File: config.mk
export PLATFORM = sky130hd
export DESIGN_NAME = decoder_onehot_seq
export DESIGN_NICKNAME = d
export VERILOG_FILES = /design/src/rtl/decoder_onehot_seq_pkg.sv /design/src/rtl/decoder_onehot_seq_comb.sv /design/src/rtl/decoder_onehot_seq.sv
export SDC_FILE = /design/constraint.sdc
export NUM_CORES = 1
export LEC_CHECK = 0
export CELL_PAD_IN_SITES_DETAIL_PLACEMENT = 2
export CELL_PAD_IN_SITES_GLOBAL_PLACEMENT = 2
export CORE_MARGIN = 5
export CORE_UTILIZATION = 30
export CTS_BUF_LIST = sky130_fd_sc_hd__clkbuf_4
export CTS_CLUSTER_SIZE = 12
export DETAILED_ROUTE_END_ITERATION = 12
export PLACE_DENSITY = 0.86
export REMOVE_ABC_BUFFERS = 1
export SETUP_SLACK_MARGIN = 0.05
export SLEW_MARGIN = 5
export SYNTH_ARGS = -nofsm -noshare
export SYNTH_HDL_FRONTEND = slang
export SYNTH_SLANG_ARGS = --single-unit
File: constraint.sdc
create_clock -name clk -period 5.69 [get_ports clk]
set_clock_uncertainty 0.2 [all_clocks]
set_input_delay 1.707 -clock clk [delete_from_list [all_inputs] [get_ports clk]]
set_output_delay 1.707 -clock clk [all_outputs]
set_load 0.02 [all_outputs]
File: src/rtl/decoder_onehot_seq_pkg.sv
// Shared types and the reference one-hot helper for the registered decoder family.
package decoder_pkg;

  // Widest address the helper supports; instances must keep SEL_W at or below this.
  localparam int MAX_SEL_W = 8;
  localparam int MAX_OUT_W = 1 << MAX_SEL_W;

  typedef enum logic [1:0] {
    MODE_OFF   = 2'b00,
    MODE_LEVEL = 2'b01,
    MODE_PULSE = 2'b10,
    MODE_SCAN  = 2'b11
  } mode_e;

  typedef enum logic [1:0] {
    ST_IDLE,
    ST_HOLD,
    ST_STROBE,
    ST_SCAN
  } state_e;

  function automatic logic [MAX_OUT_W-1:0] onehot(input logic [MAX_SEL_W-1:0] sel,
                                                  input int sel_w);
    logic [MAX_OUT_W-1:0] vec;
    vec = '0;
    if (sel_w <= MAX_SEL_W && int'(sel) < (1 << sel_w)) vec[sel] = 1'b1;
    return vec;
  endfunction

endpackage

File: src/rtl/decoder_onehot_seq_comb.sv
// Purely combinational SEL_W-to-OUT_W one-hot decoder; all-zero outside the decoded line.
module decoder_onehot_comb
  import decoder_pkg::*;
#(
  parameter  int SEL_W = 5,
  localparam int OUT_W = 1 << SEL_W
) (
  input  logic [SEL_W-1:0] sel,
  output logic [OUT_W-1:0] decoded
);

  logic [MAX_OUT_W-1:0] full;

  always_comb full = onehot(MAX_SEL_W'(sel), SEL_W);

  assign decoded = full[OUT_W-1:0];

  // Lines above OUT_W can never be hot for a SEL_W-bit address.
  if (OUT_W < MAX_OUT_W) begin : g_hi_sink
    logic unused_hi;
    assign unused_hi = ^full[MAX_OUT_W-1:OUT_W];
  end

endmodule

File: src/rtl/decoder_onehot_seq.sv
// Registered one-hot decoder with held, single-cycle strobe and auto-incrementing scan modes.
module decoder_onehot_seq
  import decoder_pkg::*;
#(
  parameter  int SEL_W     = 5,
  parameter  int ZERO_MASK = 0,
  localparam int OUT_W     = 1 << SEL_W
) (
  input  logic             clk,
  input  logic             rst,
  input  logic             en,
  input  logic [1:0]       mode,
  input  logic [SEL_W-1:0] sel,
  input  logic             start,
  input  logic             stop,
  output logic [OUT_W-1:0] decoded,
  output logic [SEL_W-1:0] index,
  output logic             busy,
  output logic             wrap
);

  mode_e            mode_c;
  state_e           state;
  state_e           state_next;
  logic [SEL_W-1:0] index_next;
  logic             wrap_next;
  logic [OUT_W-1:0] line_hot;
  logic [OUT_W-1:0] decoded_next;

  assign mode_c = mode_e'(mode);

  // State and output registers; every output leaves straight from a flop.
  always_ff @(posedge clk or posedge rst) begin
    if (rst) begin
      state   <= ST_IDLE;
      index   <= '0;
      decoded <= '0;
      wrap    <= 1'b0;
    end else begin
      // NOTE: non-blocking assignments here so every flop samples pre-edge values.
      state   <= state_next;
      index   <= index_next;
      decoded <= decoded_next;
      wrap    <= wrap_next;
    end
  end

  always_comb begin
    // NOTE: default first so no path through the case leaves state_next unassigned (no latch).
    state_next = state;
    case (state)
      ST_IDLE: begin
        if (mode_c == MODE_LEVEL && en)                     state_next = ST_HOLD;
        else if (mode_c == MODE_PULSE && en)                state_next = ST_STROBE;
        else if (mode_c == MODE_SCAN && start && !stop)     state_next = ST_SCAN;
      end
      ST_HOLD:   if (mode_c != MODE_LEVEL)                  state_next = ST_IDLE;
      ST_STROBE: if (!(mode_c == MODE_PULSE && en))         state_next = ST_IDLE;
      ST_SCAN:   if (stop || mode_c != MODE_SCAN)           state_next = ST_IDLE;
      default:                                              state_next = ST_IDLE;
    endcase
  end

  // Line selection: capture sel on entry/reload, step through lines while scanning.
  always_comb begin
    index_next = index;
    wrap_next  = 1'b0;
    case (state)
      ST_SCAN: begin
        if (state_next == ST_SCAN) begin
          index_next = index + SEL_W'(1);
          wrap_next  = (index == '1);
        end
      end
      default: begin
        if (state_next != ST_IDLE && (state == ST_IDLE || en)) index_next = sel;
      end
    endcase
  end

  decoder_onehot_comb #(.SEL_W(SEL_W)) u_dec (
    .sel     (index_next),
    .decoded (line_hot)
  );

  always_comb begin
    decoded_next = '0;
    if (state_next != ST_IDLE) begin
      decoded_next = line_hot;
      if (ZERO_MASK != 0) decoded_next[0] = 1'b0;
    end
  end

  assign busy = (state == ST_SCAN);

  a_onehot0: assert property (@(posedge clk) disable iff (rst) $onehot0(decoded));
  a_wrap_at_zero: assert property (@(posedge clk) disable iff (rst) wrap |-> (busy && index == '0));

endmodule

==> impl_metrics.yaml <==
status:
  status: "finished clean"
logic_synthesis:
  syn_avg_cell_area_um2: 10.8
  yosysMostFrequentCell: "dfrtp_1"
  yosysWarnings: 0
  synth-compound-area-share_pct: 14.8
  syn-cell-area_um2: 1730
  ys.flop_type: "dfrtp_1"
  synth_fa_ha_area_share_pct: 1.45
  synthXorXnorAreaFrac_pct: 1.01
  synthDistinctLibCells: 43
  synth_top_area_share_pct: 57.8
  synth_cells: 161
  synth_edf_count: 0
  synth.area.mux_share_pct: 1.88
  synth_area_leaders: "dfrtp_1 (58%), nor3_1 (6.1%), nor2_1 (5.9%), nand2_1 (2.8%), a21oi_1 (1.4%)"
  netlist_top_cells_count: "dfrtp_1 (40), nor2_1 (27), nor3_1 (21)"
  yosys.area_share.simple_pct: 20.0
  async_flop_share_pct: 100
  ys_ff_latch: 40
  yosysTopAreaCell: "dfrtp_1"
  synth-seq-area-share_pct: 57.8
  synth_top_family_by_area: "simple AND/OR/NAND/NOR gates"
detailed_routing:
  route.met2.wl_um: 2590
  wl_per_cell_um: 17.2
  vias: 1433
  ant_nets: 0
  drc: 0
  met3_length_um: 203
  first_pass_iters: 4
  via_per_inst: 4.92
  wirelength_um: 5000
  met1_length_um: 2180
  first_iter_violations: 23
  top_layer: "met4"
global_routing:
  grt_pass1_wl_um: 8310
  grt_pass1_vias: 1572
  grt_max_degree: 25
  antenna_found_initial: 0
  grt_use_total_pct: 14.4
  grt-ovfl-total: 0
pwr:
  ir_drop_uv: 126
  power_w: 0.000703
  power.density_nw_per_um2: 295
  leakage_nw: 1.03
worst_hold_path:
  min_path_type: "flop to flop"
timing:
  finalMaxSlewViolations: 0
  relSlewSlack_pct: 38.9
  finalHoldViolCount: 0
  finalCritPeriodShare_pct: 72.1
  setup_slack_ns: 1.59
  finalCriticalPeriod_ns: 4.10
  timing.fmax_mhz: 244
  finalSetupViolations: 0
  timing_worst_slew_pin_value_ns: 0.915
  rsz0062_at_grt: "no"
  fin_tns_setup_ns: 0
clocking:
  clk_latency_ns: 0.34
  cts_buffer_depth: 2
  cts_buffers: 5
  clkSinkCount: 40
  cts_setup_buffers: 0
  root_buffer: "clkbuf_4"
  tritoncts: "built"
  hold_buffers: 0
  cts_resized: 0
  h-tree-depth: 2
  clk_pin_slew_ns: 0.13
floorplanning:
  ioPinCount: 51
  dieWidth_um: 86.0
  start_util_pct: 31.1
  core_um2: 5570
  fp.dieH_um: 86.0
  rows: 27
  dieArea_um2: 7390
run:
  cap_violations: 0
cells_and_area:
  drive_above_1_share_pct: 11.9
  fin_cells: 291
  fin_nets: 232
  nFillCells: 589
  syn2layout_area_growth_pct: 37.4
  finalInstanceArea_um2: 2380
  antenna_cells: 0
placement:
  gp_congestion: 0.826
  dpl-instance-area_um2: 2320
  io_buffers: 50
  pre_cts_ws_ns: 1.20
  dp_cells: 283
  hpwl_um: 3960
worst_setup_path:
  cp.required_ns: 5.73
  worst-setup-path-type: "primary input to flop"
  crit_arrival_ns: 4.14
  reg2reg_slack_ns: 2.96
  critPathLaunchType: "primary input"
  crit_path_end_kind: "flop"
  path_max_fanout: 9
[final cells by class]
class                   count  area [µm²]  share of cell area [%]
multi-input cells         110         678                    28.5
well taps                  72        90.1                    3.79
flip-flops and latches     40        1000                    42.1
inverters                  10        45.0                    1.89
clock inverters             3        18.8                   0.789
repair buffers             51         508                    21.4
clock buffers               5        37.5                    1.58
[sequential cells by signal (all words and copies together) (netlist names)]
name	count
decoded	32
index	5
state	2
wrap	1
[cell families (layout without fill, tap and decap cells)]
kind of cell    after synthesis  count (layout)
fa+ha+maj                     2               2
xor+xnor                      2               2
compound gates               29              29
simple gates                 75              75
flops                        40              40
buf+inv                      11              69
mux                           2               2
[path summary, 6_finish.rpt]
kind                                         start                    end  depth (start not counted)
worst max-delay path                       mode[1]  decoded[21]$_DFF_PP0_                          9
worst min-delay path            index[4]$_DFF_PP0_     index[4]$_DFF_PP0_                          2
worst max register to register  state[1]$_DFF_PP0_  decoded[21]$_DFF_PP0_                          8
worst min register to register  index[4]$_DFF_PP0_     index[4]$_DFF_PP0_                          2
max in group asynchronous                      rst   decoded[4]$_DFF_PP0_                          3
min in group asynchronous                      rst  decoded[29]$_DFF_PP0_                          2
[power by group]
| group | leakage, nW | internal, W | switching (W) | total, W |
|---|---|---|---|---|
| registers | 0.545 | 0.000303 | 0.0000263 | 0.000330 |
| logic | 0.446 | 0.0000876 | 0.000142 | 0.000229 |
| clock network | 0.0349 | 0.0000476 | 0.0000962 | 0.000144 |
[layout by cell type, fill, tap and decap left out, types with 3 or more instances in the layout]
cell type and count:
clkdlybuf4s50_1 50, nand2_1 13, nor2_1 27, clkbuf_4 5, nor3_1 21, inv_1 6
a21oi_1 5, dfrtp_1 40, a21boi_0 3
[per-layer routing]
layer	vias up	track usage (%)
li1	684	-
met1	714	18.0
met2	31	25.9
met3	4	2.69
met4	0	2.59
met5	-	0
[metrics by stage]
stage	util [%]	hold slack, ns
2_1_floorplan	-	0.471
3_3_place_gp	41.7	0.422
3_5_place_dp	41.7	0.437
4_1_cts	42.7	0.454
5_1_grt	42.7	0.493
6_report	42.7	0.443
[critical path: stages]
cell and delay (ns):
clkdlybuf4s50_1 0.46, and3b_1 0.21, o211ai_1 0.18, o211a_2 0.33, inv_2 0.09, o21ai_4 0.29
mux2i_4 0.48, inv_4 0.11, nor3_1 0.28
(Power assumes the default switching activity.)
